**config.mk**
```make
export PLATFORM = sky130hd
export DESIGN_NAME = tlb_op_sequencer
export DESIGN_NICKNAME = d
export VERILOG_FILES = /design/src/rtl/tlb_pkg.sv /design/src/rtl/tlb_random_ctr.sv /design/src/rtl/tlb_op_sequencer.sv
export SDC_FILE = /design/constraint.sdc
export NUM_CORES = 1
export LEC_CHECK = 0
export ABC_AREA = 1
export CAP_MARGIN = 20
export CORE_MARGIN = 3
export CORE_UTILIZATION = 30
export DETAILED_ROUTE_END_ITERATION = 8
export GPL_TIMING_DRIVEN = 0
export PLACE_DENSITY = 0.78
export SLEW_MARGIN = 30
export SYNTH_ARGS = -nofsm -noshare
export SYNTH_HDL_FRONTEND = slang
export SYNTH_SLANG_ARGS = --single-unit
```
**constraint.sdc**
```tcl
create_clock -name clk -period 2.7 [get_ports clk]
set_input_delay 0.405 -clock clk [delete_from_list [all_inputs] [get_ports clk]]
set_output_delay 0.405 -clock clk [all_outputs]
set_load 0.02 [all_outputs]
```
**src/rtl/tlb_pkg.sv**
```systemverilog
// Shared TLB types and constants for the TLB op sequencer and its helpers.
package tlb_pkg;

  localparam int unsigned TLB_ENTRIES = 8;
  localparam int unsigned TLB_IDX_W   = $clog2(TLB_ENTRIES);
  localparam int unsigned TLB_CONF_W  = 86;
  localparam int unsigned INDEX_W     = 32;
  localparam int unsigned INDEX_P_BIT = 31;

  // TLB instruction encoding as presented by the execute stage.
  typedef enum logic [1:0] {
    TLBP  = 2'd0,
    TLBR  = 2'd1,
    TLBWI = 2'd2,
    TLBWR = 2'd3
  } tlb_op_e;

  // Sequencer states.
  typedef enum logic [2:0] {
    ST_IDLE         = 3'd0,
    ST_WRITE        = 3'd1,
    ST_PROBE_SETTLE = 3'd2,
    ST_PROBE_CAP    = 3'd3,
    ST_READ         = 3'd4,
    ST_REFETCH      = 3'd5
  } tlb_state_e;

endpackage

```
**src/rtl/tlb_random_ctr.sv**
```systemverilog
// CP0 Random: free-running down-counter bounded below by Wired, frozen while
// a TLBWR strobe uses it as the write target.
module tlb_random_ctr
  import tlb_pkg::*;
#(
  parameter int unsigned NUM_ENTRIES = TLB_ENTRIES,
  parameter int unsigned IDX_W       = $clog2(NUM_ENTRIES)
) (
  input  logic             clk,
  input  logic             rst,
  input  logic [IDX_W-1:0] wired_i,
  input  logic             wired_we_i,
  input  logic             freeze_i,
  output logic [IDX_W-1:0] random_o
);

  localparam logic [IDX_W-1:0] TOP = IDX_W'(NUM_ENTRIES - 1);

  logic [IDX_W-1:0] random_q, random_d;

  // Next value: Wired write restarts at top, freeze holds, otherwise count down and wrap at Wired.
  always_comb begin
    random_d = random_q;
    if (wired_we_i) begin
      random_d = TOP;
    end else if (freeze_i) begin
      random_d = random_q;
    end else if (random_q <= wired_i) begin
      random_d = TOP;
    end else begin
      random_d = random_q - IDX_W'(1);
    end
  end

  // Counter register.
  always_ff @(posedge clk or posedge rst) begin
    if (rst) begin
      random_q <= TOP;
    end else begin
      random_q <= random_d;
    end
  end

  assign random_o = random_q;

endmodule

```
**src/rtl/tlb_op_sequencer.sv**
```systemverilog
// Sequences TLBP/TLBR/TLBWI/TLBWR from EX onto the shared TLB array: stalls
// the pipeline, issues one-cycle strobes, captures probe results into CP0
// Index and requests a refetch after any TLB write.
module tlb_op_sequencer
  import tlb_pkg::*;
#(
  parameter int unsigned NUM_ENTRIES = TLB_ENTRIES,
  parameter int unsigned IDX_W       = $clog2(NUM_ENTRIES)
) (
  input  logic               clk,
  input  logic               rst,
  input  logic               op_valid_i,
  input  logic [1:0]         op_type_i,
  input  logic               op_kill_i,
  output logic               op_stall_o,
  output logic               op_done_o,
  output logic               tlbwi_o,
  output logic               tlbwr_o,
  output logic               tlbp_o,
  input  logic               miss_probe_i,
  input  logic [IDX_W-1:0]   matched_index_probe_i,
  output logic               cp0_index_we_o,
  output logic [INDEX_W-1:0] cp0_index_wdata_o,
  output logic               cp0_tlbr_we_o,
  input  logic [IDX_W-1:0]   cp0_wired_i,
  input  logic               cp0_wired_we_i,
  output logic [IDX_W-1:0]   cp0_random_o,
  output logic               refetch_req_o
);

  tlb_state_e state_q, state_d;
  tlb_op_e    op_q, op_d;

  // State and accepted-op registers.
  always_ff @(posedge clk or posedge rst) begin
    if (rst) begin
      state_q <= ST_IDLE;
      op_q    <= TLBP;
    end else begin
      state_q <= state_d;
      op_q    <= op_d;
    end
  end

  // Next-state and output decode; writes are not killable once issued.
  always_comb begin
    state_d           = state_q;
    op_d              = op_q;
    op_stall_o        = 1'b0;
    op_done_o         = 1'b0;
    tlbwi_o           = 1'b0;
    tlbwr_o           = 1'b0;
    tlbp_o            = 1'b0;
    cp0_index_we_o    = 1'b0;
    cp0_index_wdata_o = '0;
    cp0_tlbr_we_o     = 1'b0;
    refetch_req_o     = 1'b0;

    unique case (state_q)
      ST_IDLE: begin
        if (op_valid_i && !op_kill_i) begin
          op_stall_o = 1'b1;
          op_d       = tlb_op_e'(op_type_i);
          unique case (tlb_op_e'(op_type_i))
            TLBP:    state_d = ST_PROBE_SETTLE;
            TLBR:    state_d = ST_READ;
            default: state_d = ST_WRITE;
          endcase
        end
      end

      ST_WRITE: begin
        op_stall_o = 1'b1;
        tlbwi_o    = (op_q == TLBWI);
        tlbwr_o    = (op_q == TLBWR);
        state_d    = ST_REFETCH;
      end

      ST_REFETCH: begin
        refetch_req_o = 1'b1;
        op_done_o     = 1'b1;
        state_d       = ST_IDLE;
      end

      ST_PROBE_SETTLE: begin
        op_stall_o = 1'b1;
        if (op_kill_i) begin
          state_d = ST_IDLE;
        end else begin
          tlbp_o  = 1'b1;
          state_d = ST_PROBE_CAP;
        end
      end

      ST_PROBE_CAP: begin
        state_d = ST_IDLE;
        if (op_kill_i) begin
          op_stall_o = 1'b1;
        end else begin
          tlbp_o         = 1'b1;
          cp0_index_we_o = 1'b1;
          op_done_o      = 1'b1;
          if (miss_probe_i) begin
            cp0_index_wdata_o[INDEX_P_BIT] = 1'b1;
          end else begin
            cp0_index_wdata_o = INDEX_W'(matched_index_probe_i);
          end
        end
      end

      ST_READ: begin
        state_d = ST_IDLE;
        if (op_kill_i) begin
          op_stall_o = 1'b1;
        end else begin
          cp0_tlbr_we_o = 1'b1;
          op_done_o     = 1'b1;
        end
      end

      default: begin
        state_d = ST_IDLE;
      end
    endcase
  end

  // Random counter; frozen while its value is the TLBWR target.
  tlb_random_ctr #(
    .NUM_ENTRIES (NUM_ENTRIES),
    .IDX_W       (IDX_W)
  ) u_random (
    .clk        (clk),
    .rst        (rst),
    .wired_i    (cp0_wired_i),
    .wired_we_i (cp0_wired_we_i),
    .freeze_i   (tlbwr_o),
    .random_o   (cp0_random_o)
  );

endmodule

```
[Word level (Yosys, flattened, before mapping)]
Index checks and enable logic that the tools add are counted.
Word-level totals
  bits in registers: 8
  bits of input ports: 14
  output and inout bits: 43
Operators by class
  add/subtract/negate cells: 1
  order comparisons: 1
  equal/unequal tests: 10
  muxes and demuxes: 22
  reduce and logical (&&, ||, !) cells: 8
Operators by type and width (count)
  $mux 32: 2
  $mux 3: 5
  $mux 1: 10
  $pmux 3 s3: 1
  $eq 3x2->1 const B: 2
  $eq 3x3->1 const B: 2
  $pmux 3 s2: 1
  $reduce_or 2->1: 3
  $eq 2x2->1 const B: 2
  $eq 3x1->1 const B: 1
  $le 3x3->1: 1
  $logic_not 3->1: 1
  $pmux 1 s3: 1
  $sub 3x1->3 const B: 1
  $eq 2x1->1 const B: 1
  $logic_not 2->1: 1
  $mux 2: 1
  $ne 2x1->1 const B: 1
  $ne 2x2->1 const B: 1
  $pmux 1 s2: 1
  $reduce_and 2->1: 1
  $logic_and 1x1->1: 1
  $logic_not 1->1: 1

[Longest topological paths before layout]
Gate-level depths: netlist of the first run.
  depth in word-level cells: 4
  mapped depth: 9
  mapped depth without buffers: 9

[Cells and area by module]
A second synthesis of the first run with hierarchy kept.
Unflattened totals
  cells, all modules: 129
  area total of the unflattened synthesis: 852.1 sq um
By module, submodules not included
  tlb_op_sequencer: times used 1, cells an instance 90, area an instance 591.8 sq um
  tlb_random_ctr: times used 1, cells an instance 39, area an instance 260.2 sq um

[Worst setup path before layout of the first run]
Ideal clock, no wire load.
  path type: reg2out
  start: register state_q[2]
  end: output cp0_index_wdata_o[0]
  arrival time: 1.464 ns
  setup slack: 0.831 ns
  stages on the path, launching flop included: 6
  cells stage by stage: dfrtp_1 -> nor3_2 -> nand2_1 -> inv_2 -> nand2_2 -> nor2_1
On the way
  longest elaborated chain between the ends: 2
RTL lines
  start, declared: RTL line tlb_op_sequencer.sv:31  | tlb_state_e state_q, state_d;
  start signal, assigned: RTL line tlb_op_sequencer.sv:40  | state_q <= state_d;
  $eq 3x2->1: RTL line tlb_op_sequencer.sv:59  | unique case (state_q)
  $mux 32: RTL line tlb_op_sequencer.sv:59
  end, declared: RTL line tlb_op_sequencer.sv:23  | output logic [INDEX_W-1:0] cp0_index_wdata_o,
No other way between the ends.

[Worst setup path in the final report of the first run]
  start: input op_kill_i
  end: output cp0_index_wdata_o[2]
On the way
  longest elaborated chain between the ends: 2
RTL lines
  start, declared: RTL line tlb_op_sequencer.sv:14  | input logic op_kill_i,
  $mux 32: RTL line tlb_op_sequencer.sv:97  | if (op_kill_i) begin
  $mux 32: RTL line tlb_op_sequencer.sv:59
No other way between the ends.

==> results of run 1 <==
## registers in the layout, summed over array words and instances, names as in the netlist
signal,cells
u_random.random_o,3
op_q,2
state_q,3
## stage by stage
| step | hold slack [ns] | std cells |
|---|---|---|
| 3_5_place_dp | 0.499 | 209 |
| 5_1_grt | 0.420 | 213 |
| 3_3_place_gp | 0.487 | 209 |
| 6_report | 0.392 | 213 |
| 4_1_cts | 0.399 | 213 |
| 2_1_floorplan | 0.219 | 151 |
## cell usage after synthesis (all sizes together)
master	number
buf	28
nand2	27
inv	23
nor2	14
a21oi	5
dfrtp	5
ha	4
nand3	4
dfstp	3
o21ai	3
nor3	2
a21boi	1
a21o	1
conb	1
nor3b	1
o211ai	1
or2	1
## kinds of logic (layout without fill, tap and decap cells)
group	count (synthesis)	in the layout	synth area share, %
buffers and inverters	51	83	35.4
AND/OR/NAND/NOR	49	49	26.3
adder cells (fa/ha/maj)	4	4	5.98
flip-flops	8	8	24.4
other	1	28	0.448
AO/OA/AOI/OAI	11	11	7.47
## worst max-delay path, cell delays in order
cell	delay, ns
clkdlybuf4s50_1	0.48
nor3_2	0.23
nand2_1	0.11
inv_2	0.07
nand2_2	0.05
nor2_1	0.08
clkdlybuf4s50_1	0.61
## power breakdown
group,leakage (uW),internal [uW],switching (uW)
registers,0.0000967,164,42.1
logic,0.000631,183,244
clock network,0.0000150,56.5,40.9
total,0.000743,404,328
## metal layers
layer / up-vias / wire [um] / share of wire [%] / GRT usage [%]
met1: 347 / 658 / 38 / 11.0
met3: 2 / 137 / 7.9 / 4.17
met5: - / 0 / 0 / 0
li1: 437 / - / - / -
met2: 22 / 941 / 54 / 17.7
met4: 0 / 6 / 0.34 / 1.94
## path summary, 6_finish.rpt
| path | from | endpoint | slack [ns] |
|---|---|---|---|
| max | op_kill_i | cp0_index_wdata_o[2] | 0.25 |
| min | rst | state_q[1]$_DFFE_PP0P_ | 0.39 |
| max reg2reg | u_random.random_o[0]$_DFFE_PP1P_ | u_random.random_o[2]$_DFFE_PP1P_ | 1.33 |
| min reg2reg | u_random.random_o[2]$_DFFE_PP1P_ | u_random.random_o[2]$_DFFE_PP1P_ | 0.50 |
| max in group asynchronous | rst | u_random.random_o[1]$_DFFE_PP1P_ | 2.02 |
| min in group clk | u_random.random_o[2]$_DFFE_PP1P_ | u_random.random_o[2]$_DFFE_PP1P_ | 0.50 |
## layout make-up
type / instances / share of cell area [%]
clock buffers: 4 / 2.05
inverters: 23 / 6.73
plain buffers: 28 / 16.4
flip-flops and latches: 8 / 15.9
well taps: 30 / 2.93
repair buffers: 28 / 21.9
multi-input cells: 92 / 34.1
==> results by group, run 1 <==
Detailed routing
  – TritonRoute pass-1 iters: 3
  – First DRT Iteration DRCs: 16
  – Vias per cell: approximately 3.8
  – DRC violations left: 0
  – Detailed-route via count: a little over 800
  – Antenna viol nets, final: 0
  – Routed Wire Length: between 1.5 and 2 mm
  – Post-detailed-route wirelength per cell: roughly 8 um

Pwr
  – Leakage power: between 0.0007 and 0.0008 uW
  – VDD IR-drop max: 0.451 mV
  – PD cells: about 570 nW/um2
  – Power Total: 731 uW

Logic synthesis
  – Synthesized cell area: between 800 and 900 um2
  – Synth top area cells: buf_4, dfrtp_1, nand2_1
  – Mean post-synth cell area: between 6 and 7 um2
  – Syn. warnings: 0
  – Share of the synthesized area in the top cell type: 25.1%
  – Netlist cell types: 22
  – Post-Syn Instances: around 120
  – Area leader, netlist: buf_4
  – Seq/Total Area, Yosys: 24.4%
  – Yosys reg bits: 8

Setup path
  – Required @ worst endpoint: between 2 and 2.5 ns
  – Crit Path Max Fanout: 4
  – Startpoint Class: primary input
  – Setup CP Type: primary input to primary output
  – Worst R2R Path Depth: 8
  – Critical Path Sink Type: primary output
  – CP arrival: roughly 2 ns

Placed design
  – Cell Area, Placed: ~1300 um2
  – DP Worst Slack: ~0.24 ns
  – PortBufs: 28
  – HPWL Detailed: around 1.5 mm
  – Gpl congestion: slightly below 0.8

Die
  – Die ar.: roughly 3500 um2
  – Core footprint: about 2600 um2
  – I/O Pins: 57
  – Initial Util: between 30% and 40%
  – Num rows: 18
  – Die Y-Extent: just under 60 um
  – Die W: between 50 and 60 um

Cells and area
  – Multi-input logic area: between 400 and 500 um2
  – Most frequent cells in the layout: buf_4, conb_1, clkdlybuf4s50_1
  – Fillers: around 270
  – Layout cells sized above 1: a little under a quarter
  – Layout area overhead: 53.2%
  – Final core occ: 50.0%
  – Layout Cell Area excl Fill: about 1300 um2
  – FF/Latch Area: a little over 200 um2
  – Nets: a little over 200
  – Antenna Cells: 0

CTS
  – Post_cts resized: 0
  – CTS tree: built
  – CTS Hold Bufs: 0
  – Post-CTS Setup Repair Bufs: 0
  – Clock slew at reported path FFs: 0.06 ns
  – Number of CTS-inserted buffers: 3
  – Worst-skew pair later-pin latency: 0.26 ns
  – CTS H-tree depth: 1
  – Clk root buf: clkbuf_4
  – Sink Count: 8
  – Buffers from clock root to sink, at most: 2

GRT
  – Antenna violations before repair: 0
  – Vias in the first global route: a little over 600
  – Total gr overflow: 0
  – Gr usage total: between 9 and 10%
  – First-pass GRT wire length: around 2.7 mm
  – Largest net degree at the start of global routing: 9

STA
  – Final setup viols: 0
  – Setup TNS: 0 ns
  – Final period utilization: 90.9%
  – Final Hold Viols: 0
  – PnR worst setup slack: approximately 0.25 ns
  – RSZ-0062 raised after global routing: no
  – Setup Skew: between 0.007 and 0.008 ns
  – Final min period: 2.45 ns
  – Max Fclk: roughly 0.41 GHz
  – Pins Over Slew Limit: 0

Hold path
  – Hold Path Class: primary input to async pin

Status
  – Status: finished, final reports clean

Flow run
  – Max-Cap Viols: 0
(Power assumes the default switching activity.)
==> inputs of run 2 (changes only) <==
==> constraint.sdc (replaced) <==
create_clock -name clk -period 3.1 [get_ports clk]
set_input_delay 0.465 -clock clk [delete_from_list [all_inputs] [get_ports clk]]
set_output_delay 0.465 -clock clk [all_outputs]
set_load 0.02 [all_outputs]
==> results of run 2 <==
Same layout as run 1 (identical final DEF). Status: finished, final reports clean.
Main changes from that run: setup slack after placement 0.239 ns -> 0.519 ns; setup slack after layout 0.247 ns -> 0.527 ns; hold slack 0.392 ns -> 0.452 ns; register-to-register setup slack 1.33 ns -> 1.73 ns; total power 731 uW -> 637 uW; worst IR drop on VDD 0.451 mV -> 0.393 mV
==> inputs of run 3 (changes only) <==
--- a/config.mk
+++ b/config.mk
@@ -11,7 +11,7 @@
 export CORE_UTILIZATION = 30
 export DETAILED_ROUTE_END_ITERATION = 8
 export GPL_TIMING_DRIVEN = 0
-export PLACE_DENSITY = 0.78
+export PLACE_DENSITY = 0.81
 export SLEW_MARGIN = 30
 export SYNTH_ARGS = -nofsm -noshare
 export SYNTH_HDL_FRONTEND = slang
==> constraint.sdc (replaced) <==
create_clock -name clk -period 2.1 [get_ports clk]
set_input_delay 0.315 -clock clk [delete_from_list [all_inputs] [get_ports clk]]
set_output_delay 0.315 -clock clk [all_outputs]
set_load 0.02 [all_outputs]
==> results by group, run 3 (synthesized netlist as in run 1, its figures left out) <==
GRT
  – Largest net degree at the start of global routing: 9 (unchanged)
  – Antenna violations before repair: 0 (unchanged)
  – First-pass GRT wire length: 2.69 mm (+1.1%)
  – Total gr overflow: 0 (unchanged)
  – Gr usage total: 9.74% (-0.18 points)
  – Vias in the first global route: 670 (+9.3%)

Setup path
  – Crit Path Max Fanout: 6 (+2)
  – RR Endpoint: u_random.random_o[2]$_DFFE_PP1P_
  – Startpoint Class: register
  – CP top delay family: buffers and inverters
  – Crit path buf inv count: 2 (-1)
  – Setup CP Type: register to primary output
  – Critical path's slowest cell: clkdlybuf4s50_1
  – CP arrival: approximately 1.7 ns
  – Worst-path cell chain: inv_2 > nand2_1 > nor3_1 > clkdlybuf4s50_1
  – Reg2reg setup slack: about 0.72 ns
  – Worst R2R Path Depth: 8 (unchanged)
  – R2R Path Start: u_random.random_o[0]$_DFFE_PP1P_
  – Max incr delay on CP: 0.63 ns (+0.02 ns)
  – Critical Path Sink Type: primary output
  – Required @ worst endpoint: 1.78 ns

Pwr
  – VDD IR-drop max: 0.550 mV
  – PD cells: 724 nW/um2
  – Leakage power: 0.000827 uW (+11%)
  – Power Total: roughly 940 uW

Detailed routing
  – Routed Wire Length: 1.77 mm (+1.6%)
  – Vias per cell: 3.77 (-0.59%)
  – First DRT Iteration DRCs: 22 (+6)
  – Detailed-route via count: 807 (-0.12%)
  – DRC violations left: 0 (unchanged)
  – TritonRoute pass-1 iters: 4 (+1)
  – Post-detailed-route wirelength per cell: 8.28 um (+1.1%)
  – Antenna viol nets, final: 0 (unchanged)

Placed design
  – DP Worst Slack: -0.194 ns
  – Cell Area, Placed: 1260 um2 (unchanged)
  – PortBufs: 28 (unchanged)
  – Gpl congestion: 0.746 (-5.8%)
  – HPWL Detailed: 1.58 mm (+2.4%)

Die
  – Initial Util: 32.6% (unchanged)
  – Num rows: 18 (unchanged)
  – Core footprint: 2570 um2 (unchanged)
  – Die W: 58.8 um (unchanged)
  – I/O Pins: 57 (unchanged)
  – Die Y-Extent: 58.8 um (unchanged)
  – Die ar.: 3460 um2 (unchanged)

CTS
  – Worst-skew pair later-pin latency: 0.26 ns (about the same)
  – Sink Count: 8 (unchanged)
  – CTS Hold Bufs: 0 (unchanged)
  – Clock slew at reported path FFs: 0.07 ns (about the same)
  – CTS H-tree depth: 1 (unchanged)
  – CTS tree: built
  – Clk root buf: clkbuf_4
  – Number of CTS-inserted buffers: 3 (unchanged)
  – Buffers from clock root to sink, at most: 2 (unchanged)

Cells and area
  – Layout Cell Area excl Fill: 1290 um2 (+0.88%)
  – Fillers: 270 (-1.1%)
  – Most common cell after layout, fill and taps aside: buf_4
  – Most frequent cells in the layout: buf_4, conb_1, nand2_1
  – Layout area overhead: 54.6%
  – Layout cells sized above 1: 24.5% (+0.96 points)
  – Antenna Cells: 0 (unchanged)
  – Nets: 203 (+0.50%)

STA
  – Final period utilization: a little over nine tenths
  – RSZ-0062 raised after global routing: no
  – PnR worst setup slack: between 0.1 and 0.15 ns
  – Pins Over Slew Limit: 0 (unchanged)
  – Final min period: 1.99 ns
  – Max Fclk: 0.503 GHz
  – Final setup viols: 0 (unchanged)
  – Setup Skew: 0.0143 ns (+0.00720 ns)
  – Final Hold Viols: 0 (unchanged)

Flow run
  – Max-Cap Viols: 0 (unchanged)

Hold path
  – Hold Path Class: primary input to async pin

Status
  – Status: finished, final reports clean
-- run 3: cell types whose count changed in the layout (fill, tap and decap cells not counted), sizes merged --
| cell | delta |
|---|---|
| dlymetal6s2s | +3 |
| buf | +1 |
| clkdlybuf4s50 | -9 |
| dlygate4sd2 | +6 |
-- run 3: per-stage QoR --
stage               utilization, %  cells  TNS (ns)  hold WS [ns]
CTS                           49.7    213         0         0.321
detailed placement            48.9    209    -0.779         0.489
floorplan                        -    151         0         0.129
global placement              48.9    209    -0.756         0.487
finish                        50.4    214         0         0.307
global route                  50.4    214         0         0.349
-- run 3: what timing repair did --
action | CTS | global route
setup buffers | 0 | 1
resized for setup | 6 | 4
pin swaps | 0 | 1
setup endpoints to repair | 6 | 7
-- run 3: layout make-up --
class	instances	area (um2)	area share (%)
inverters	23	86.3	6.67
well taps	30	37.5	2.90
flip-flops and latches	8	204	15.8
clock buffers	4	26.3	2.03
plain buffers	28	210	16.2
repair buffers	29	288	22.2
multi-input cells	92	442	34.1
-- run 3: worst register-to-register path: cells and delay by family (launching register included) --
kind	cells	cell delay, ns
buf+inv	2	0.12
flops	1	0.52
fa+ha+maj	1	0.27
simple gates	5	0.40
-- run 3: report_power, final --
| part | leakage, uW | internal [uW] | switching (uW) |
|---|---|---|---|
| Combinational | 0.000715 | 225 | 313 |
| Sequential | 0.0000967 | 210 | 57.8 |
| Clock | 0.0000150 | 72.8 | 57.3 |
| Total | 0.000827 | 508 | 428 |
-- run 3: metal layers --
| layer | GRT usage, % | up-vias | part of all wire (%) |
|---|---|---|---|
| li1 | - | 438 | - |
| met1 | 11.9 | 326 | 39 |
| met2 | 16.2 | 39 | 47 |
| met3 | 3.07 | 4 | 12 |
| met4 | 2.91 | 0 | 1.9 |
| met5 | 0 | - | 0 |
-- run 3: worst max-delay path by stage --
stage                                start                   end  slack, ns  cells after the start
finish              state_q[0]$_DFFE_PP0P_         cp0_tlbr_we_o       0.11                      4
CTS                 state_q[2]$_DFFE_PP0P_               tlbwi_o      0.005                      4
detailed placement               op_kill_i  cp0_index_wdata_o[1]      -0.19                      7
global placement                 op_kill_i  cp0_index_wdata_o[1]      -0.19                      7
global route        state_q[0]$_DFFE_PP0P_         cp0_tlbr_we_o      0.002                      4
floorplan           state_q[2]$_DFFE_PP0P_  cp0_index_wdata_o[0]       0.32                      5
